`src/rtl/dpi_mode_lock_ctrl.sv`:
```
// DPI acquisition lock controller: classifies FREQ/WIDTH measurements against a
// three-entry mode table, qualifies over consecutive matches and tracks lock loss.
module dpi_mode_lock_ctrl #(
  parameter int unsigned M0_FREQ        = 25175,
  parameter int unsigned M0_WIDTH       = 640,
  parameter int unsigned M1_FREQ        = 40000,
  parameter int unsigned M1_WIDTH       = 800,
  parameter int unsigned M2_FREQ        = 65000,
  parameter int unsigned M2_WIDTH       = 1024,
  parameter int unsigned HYST_FREQ      = 256,
  parameter int unsigned HYST_WIDTH     = 2,
  parameter int unsigned LOCK_COUNT     = 4,
  parameter int unsigned LOSS_COUNT     = 3,
  parameter int unsigned HOLDOFF_CYCLES = 1024,
  parameter int unsigned TIMEOUT_CYCLES = 1000000
) (
  input  logic        i_clk,
  input  logic        i_reset,
  input  logic        i_enable,
  input  logic        i_meas_valid,
  input  logic [15:0] i_freq,
  input  logic [10:0] i_width,
  output logic        o_locked,
  output logic        o_dpi_en,
  output logic [1:0]  o_mode_idx,
  output logic        o_mode_change,
  output logic [1:0]  o_state
);

  typedef enum logic [1:0] {
    S_SEARCH  = 2'd0,
    S_QUALIFY = 2'd1,
    S_LOCKED  = 2'd2,
    S_HOLDOFF = 2'd3
  } state_t;

  localparam logic [7:0]  LC   = 8'(LOCK_COUNT);
  localparam logic [7:0]  LS   = 8'(LOSS_COUNT);
  localparam logic [23:0] TO   = 24'(TIMEOUT_CYCLES);
  localparam logic [23:0] HO_M = 24'(HOLDOFF_CYCLES - 1);

  state_t      r_state, w_state_nx;
  logic [1:0]  r_cand, w_cand_nx;
  logic [7:0]  r_cnt, w_cnt_nx, w_cnt_inc;
  logic [7:0]  r_miss, w_miss_nx, w_miss_inc;
  logic [23:0] r_timer, w_timer_nx, w_timer_inc;
  logic [23:0] r_hold, w_hold_nx;
  logic        r_locked, w_locked_nx;
  logic        r_dpi_en;
  logic [1:0]  r_mode_idx, w_mode_nx;
  logic        r_mode_change, w_mc_nx;
  logic        w_hit;
  logic [1:0]  w_idx;
  logic [31:0] w_f32, w_w32;
  logic        w_m0, w_m1, w_m2;

  // Strict (exclusive) window test in 32-bit unsigned arithmetic.
  function automatic logic in_win(input logic [31:0] v, input logic [31:0] c,
                                  input logic [31:0] h);
    return (v > c - h) && (v < c + h);
  endfunction

  always_comb begin
    w_f32 = {16'd0, i_freq};
    w_w32 = {21'd0, i_width};
    w_m0  = in_win(w_f32, M0_FREQ, HYST_FREQ) && in_win(w_w32, M0_WIDTH, HYST_WIDTH);
    w_m1  = in_win(w_f32, M1_FREQ, HYST_FREQ) && in_win(w_w32, M1_WIDTH, HYST_WIDTH);
    w_m2  = in_win(w_f32, M2_FREQ, HYST_FREQ) && in_win(w_w32, M2_WIDTH, HYST_WIDTH);
    w_hit = w_m0 | w_m1 | w_m2;
    w_idx = w_m0 ? 2'd0 : (w_m1 ? 2'd1 : (w_m2 ? 2'd2 : 2'd0));
  end

  assign w_cnt_inc   = (r_cnt   == 8'hFF)     ? r_cnt   : r_cnt + 8'd1;
  assign w_miss_inc  = (r_miss  == 8'hFF)     ? r_miss  : r_miss + 8'd1;
  assign w_timer_inc = (r_timer == 24'hFFFFFF) ? r_timer : r_timer + 24'd1;

  always_comb begin
    w_state_nx  = r_state;
    w_cand_nx   = r_cand;
    w_cnt_nx    = r_cnt;
    w_miss_nx   = r_miss;
    w_timer_nx  = r_timer;
    w_hold_nx   = r_hold;
    w_locked_nx = r_locked;
    w_mode_nx   = r_mode_idx;
    w_mc_nx     = 1'b0;
    if (!i_enable) begin
      w_state_nx  = S_SEARCH;
      w_cand_nx   = 2'd0;
      w_cnt_nx    = 8'd0;
      w_miss_nx   = 8'd0;
      w_timer_nx  = 24'd0;
      w_hold_nx   = 24'd0;
      w_locked_nx = 1'b0;
    end else begin
      case (r_state)
        S_SEARCH: begin
          if (i_meas_valid && w_hit) begin
            w_cand_nx  = w_idx;
            w_cnt_nx   = 8'd1;
            w_state_nx = S_QUALIFY;
          end
        end
        S_QUALIFY: begin
          if (i_meas_valid) begin
            if (!w_hit) begin
              w_cnt_nx   = 8'd0;
              w_state_nx = S_SEARCH;
            end else if (w_idx == r_cand) begin
              w_cnt_nx = w_cnt_inc;
              if (w_cnt_inc >= LC) begin
                w_state_nx  = S_LOCKED;
                w_locked_nx = 1'b1;
                w_mode_nx   = r_cand;
                w_mc_nx     = 1'b1;
                w_miss_nx   = 8'd0;
                w_timer_nx  = 24'd0;
                w_cnt_nx    = 8'd0;
              end
            end else begin
              w_cand_nx = w_idx;
              w_cnt_nx  = 8'd1;
            end
          end
        end
        S_LOCKED: begin
          // Timeout outranks the measurement in the same cycle.
          if (w_timer_inc >= TO) begin
            w_state_nx  = S_HOLDOFF;
            w_locked_nx = 1'b0;
            w_hold_nx   = 24'd0;
            w_miss_nx   = 8'd0;
            w_timer_nx  = 24'd0;
          end else if (i_meas_valid) begin
            w_timer_nx = 24'd0;
            if (w_hit && (w_idx == r_mode_idx)) begin
              w_miss_nx = 8'd0;
            end else if (w_miss_inc >= LS) begin
              w_state_nx  = S_HOLDOFF;
              w_locked_nx = 1'b0;
              w_hold_nx   = 24'd0;
              w_miss_nx   = 8'd0;
            end else begin
              w_miss_nx = w_miss_inc;
            end
          end else begin
            w_timer_nx = w_timer_inc;
          end
        end
        S_HOLDOFF: begin
          if (r_hold >= HO_M) begin
            w_state_nx = S_SEARCH;
            w_hold_nx  = 24'd0;
            w_cnt_nx   = 8'd0;
          end else begin
            w_hold_nx = r_hold + 24'd1;
          end
        end
        default: w_state_nx = S_SEARCH;
      endcase
    end
  end

  always_ff @(posedge i_clk or posedge i_reset) begin
    if (i_reset) begin
      r_state       <= S_SEARCH;
      r_cand        <= 2'd0;
      r_cnt         <= 8'd0;
      r_miss        <= 8'd0;
      r_timer       <= 24'd0;
      r_hold        <= 24'd0;
      r_locked      <= 1'b0;
      r_dpi_en      <= 1'b0;
      r_mode_idx    <= 2'd0;
      r_mode_change <= 1'b0;
    end else begin
      r_state       <= w_state_nx;
      r_cand        <= w_cand_nx;
      r_cnt         <= w_cnt_nx;
      r_miss        <= w_miss_nx;
      r_timer       <= w_timer_nx;
      r_hold        <= w_hold_nx;
      r_locked      <= w_locked_nx;
      r_dpi_en      <= w_locked_nx;
      r_mode_idx    <= w_mode_nx;
      r_mode_change <= w_mc_nx;
    end
  end

  assign o_locked      = r_locked;
  assign o_dpi_en      = r_dpi_en;
  assign o_mode_idx    = r_mode_idx;
  assign o_mode_change = r_mode_change;
  assign o_state       = r_state;

endmodule

```
`config.mk`:
```
export PLATFORM = sky130hd
export DESIGN_NAME = dpi_mode_lock_ctrl
export DESIGN_NICKNAME = d
export VERILOG_FILES = /design/src/rtl/dpi_mode_lock_ctrl.sv
export SDC_FILE = /design/constraint.sdc
export NUM_CORES = 1
export LEC_CHECK = 0
export BUFFER_PORTS_ARGS = -buffer_cell sky130_fd_sc_hd__buf_2
export CORE_MARGIN = 3
export CORE_UTILIZATION = 26
export DETAILED_ROUTE_END_ITERATION = 10
export GPL_ROUTABILITY_DRIVEN = 0
export PLACE_DENSITY = 0.48
export SKIP_LAST_GASP = 1
export SYNTH_ARGS = -nofsm -noshare
export SYNTH_HDL_FRONTEND = slang
export SYNTH_SLANG_ARGS = --single-unit
```
`constraint.sdc`:
```
create_clock -name i_clk -period 8.35 [get_ports i_clk]
set_input_delay 0.4175 -clock i_clk [delete_from_list [all_inputs] [get_ports i_clk]]
set_output_delay 0.4175 -clock i_clk [all_outputs]
set_load 0.01 [all_outputs]
```
==> results.txt <==
Setup violations remaining at the end of the flow were counted as 0. The relative slew slack came out at 0.186. The peak supply drop is 0.000122 V. The number of input and output port buffers inserted is 37. The count of pins on the block boundary is 38.

The initial utilization of the core area, before any placement, comes to 0.268. The total of cells resized after clock tree synthesis is 0. The final wirelength came out at 11.1 mm. The number of warning messages in the yosys log is 0. The number of vias per cell came out at 5.15. The slowest library cell on the worst path is o21a_1.

The routed length per instance is 14.6 µm. The time the worst path needs with I/O delays and setup is 3.81 ns. The count of vias placed by the detailed router came out at 3929.

The met1 wire length is 5.43 mm. The number of enable flip-flop cells after synthesis is 0. The total number of placement rows is 47. Setup repair after global routing left no endpoint under its margin. The buffering stage count on the worst path with inverters included is 0. The filler cells instantiated in the layout total 1781. The HPWL reported at the end of detailed placement came out at 7.84 mm. The design internal power came out at 692 µW. The tree is rooted in a clkbuf_16.

For this run, design rule violations remaining after detail routing come to 0. Of the cells placed in the final design, the portion with a size suffix greater than 1 is 0.140. TritonCTS built the clock tree. The die boundary height is 137 µm. Among cell families on the critical path, the largest total delay comes from compound AO/OA/AOI/OAI gates. The power per standard cell area came out at 196 nW/µm². The worst-case clock skew is 0.00532 ns. The number of hold-repair buffers added at the cts stage is 0. The fraction of power consumed by the clock network is 0.434.

The final global-route overflow total is 0. The net count after synthesis came out at 546. The data required time at the worst endpoint is 8.57 ns. The number of endpoints with negative hold slack in the final report is 0. The DRC marker count from the first detailed-route iteration came out at 204. At the placement stage, the worst setup path has a slack of 4.51 ns. The clock slew at the register clock pins of the worst setup and hold paths is 0.06 ns.

The critical path goes through ha_1 -> nand4_2 -> nor4_4 -> nand2_2 -> a311o_1 -> o311ai_1 -> a21o_1 -> o21a_1 -> nand2b_4 -> o31ai_1. The total global routing track utilization is 0.127. The critical path depth in cells is 10.

The synthesis-to-finish area growth is 15.0%. The met3 routed wirelength came out at 226 µm. In this run the top signal layer used is met4. The first TritonRoute pass finished after 4 iterations. The number of violations of the max-capacitance limit came out at 0. The number of max-slew violations in the final report came to 0. The number of cells after detailed placement came out at 747. The number of antenna violations at the first check in global routing was 0. STA classifies the critical path endpoint as a flip-flop. The final sum of negative setup slack is 0 ns. The die extent in x came out at 137 µm. The net switching power of the design came out at 314 µW. In this design, the stage delay of the slowest critical-path cell is 0.94 ns. The data arrival time of the critical path is 4.02 ns. The post-synthesis instance area is 4470 µm². The number of antenna diodes in the final layout is 0. The switching portion of total power came out at 0.312. The final worst-path cycle share came out at 0.456. At the end of the flow, the number of nets in the layout was 573.

The analysis attributes to cell leakage a power of 0.00216 µW. The detailed route wirelength on metal2 is 5.21 mm. The min-delay analysis places its worst path in the category in -> async.

The async set or reset register ratio after synthesis is 1.00. The share of the yosys chip area belonging to registers is 0.403. The number of buffers on the longest clock path is 2.

The fraction of power consumed by combinational cells is 0.180. The deepest level of the CTS H-tree is 3. The finished layout holds 763 standard cells, fillers aside. TritonCTS created 9 clock buffers.

The worst setup path is launched from a flip-flop. The critical-path maximum fanout came out at 37. After clock tree synthesis, the setup repair step added 0 buffers. The run finished with clean final reports. CTS saw 72 sinks.

The peak clock frequency supported by timing is 0.263 GHz. The die covers 18800 µm². The number of global-route vias before repair came out at 3929. The wire length of the first global-routing pass came out at 19.3 mm. The gate count of the mapped netlist is 511. After synthesis, the mean cell area works out to 8.75 µm².

The number of distinct library cells after synthesis is 69. The largest net degree at the start of global routing came out at 73. The number of flip-flops and latches in the synthesized netlist is 72. The placeable core region came out at 16700 µm². Of the total power, registers draw 0.386. The number of cells traversed by the worst register-to-register path came out at 10. The least setup slack across all paths after layout came out at 4.54 ns. The latest clock arrival within the worst-skew pair came out at 0.34 ns. The main flop type after synthesis is dfrtp_1. By startpoint and endpoint, the worst setup path is classified as reg -> reg. The number of nets still failing antenna checks after routing came out at 0.

For the pin with the worst max-slew slack, the measured transition is 1.22 ns.
## layer usage
layer	track usage	up-vias
li1	-	1969
met1	0.162	1912
met2	0.208	31
met3	0.0243	17
met4	0.0599	0
met5	0	-
## cells in the mapped netlist (3+ instances only)
cell type	instances	share of area
a22o_1	3	0.0059
o2111ai_1	3	0.0059
and3_1	19	0.027
or3_1	7	0.0098
a41oi_1	4	0.0078
inv_1	15	0.013
nand2b_1	6	0.0084
mux2_2	3	0.0076
nor2b_1	14	0.020
xor2_1	5	0.0098
nor2_1	45	0.038
nor4_1	10	0.014
nand4_1	19	0.027
o21a_1	6	0.010
a21o_1	4	0.0067
nor3_1	15	0.017
xnor2_1	7	0.014
mux2i_1	4	0.0090
and2_1	11	0.015
ha_1	4	0.011
clkbuf_1	8	0.0067
buf_2	8	0.0090
nor4b_1	4	0.0078
buf_4	4	0.0067
dfrtp_1	72	0.40
nand3_1	23	0.026
nand2_1	38	0.032
and4_1	5	0.0098
or4_1	3	0.0050
a31oi_1	22	0.031
o21ai_0	29	0.032
o21ai_1	4	0.0045
a21oi_1	33	0.037
nor3b_1	5	0.0084
o31ai_1	3	0.0050
a21boi_0	4	0.0067
## cell usage in the layout, fill, tap and decap left out, types with 15 or more instances in the layout
master,netlist,routed
dfrtp_1,72,72
nor2_1,45,45
nand2_1,38,38
buf_2,8,37
a21oi_1,33,33
o21ai_0,29,29
nand3_1,23,23
a31oi_1,22,22
nand4_1,19,19
and3_1,19,19
nor3_1,15,15
## registers in the layout, summed over array words and instances, names as in the netlist
signal,count
r_timer,24
r_cnt,8
o_state,2
o_dpi_en,1
r_miss,8
o_mode_idx,2
r_cand,2
o_mode_change,1
r_hold,24
## tightest hold or removal path: stages
cell   delay (ns)
buf_2        0.10
inv_2        0.03
buf_4        0.69
## power groups by stage
stage	Combinational, µW	Clock (µW)	Sequential [µW]
6_report	181	437	388
5_1_grt	206	465	392
4_1_cts	185	452	389
2_1_floorplan	134	0	390
3_5_place_dp	184	0	395
3_3_place_gp	182	0	394
## path summary, 6_finish.rpt
path / startpoint / to / slack (ns)
max: r_timer[1]$_DFFE_PP0P_ / r_miss[1]$_DFFE_PP0P_ / 4.54
min: i_reset / r_timer[2]$_DFFE_PP0P_ / 0.35
max reg2reg: r_timer[1]$_DFFE_PP0P_ / r_miss[1]$_DFFE_PP0P_ / 4.54
min reg2reg: r_miss[7]$_DFFE_PP0P_ / r_miss[7]$_DFFE_PP0P_ / 0.49
max in group asynchronous: i_reset / r_hold[14]$_DFFE_PP0P_ / 7.39
min in group i_clk: i_enable / r_cnt[0]$_DFFE_PP0P_ / 0.40
## through the flow
step / hold slack, ns / utilization / cell area (µm²) / total power (µW)
6_report: 0.353 / 0.308 / 5140 / 1010
5_1_grt: 0.407 / 0.308 / 5140 / 1060
4_1_cts: 0.382 / 0.308 / 5140 / 1030
3_5_place_dp: 0.473 / 0.288 / 4810 / 579
3_3_place_gp: 0.473 / 0.288 / 4810 / 576
2_1_floorplan: 0.454 / - / 4470 / 524
## area by class of cell
class,count,area (µm²),area share
well taps,220,275,0.0535
multi-input cells,401,2470,0.481
clock buffers,9,225,0.0438
flip-flops and latches,72,1800,0.350
repair buffers,39,200,0.0389
clock inverters,7,108,0.0209
inverters,15,56.3,0.0110
## cells by family (layout without fill, tap and decap cells)
logic type / Yosys count / count (layout) / synth area share
muxes: 7 / 7 / 0.0165
adders and majority gates: 4 / 4 / 0.0112
buffers and inverters: 38 / 70 / 0.0434
DFF: 72 / 72 / 0.403
AOI/OAI and AO/OA: 135 / 135 / 0.195
xor gates and xnor gates: 12 / 12 / 0.0235
and+or+nand+nor: 243 / 243 / 0.307
(Power assumes the default switching activity.)
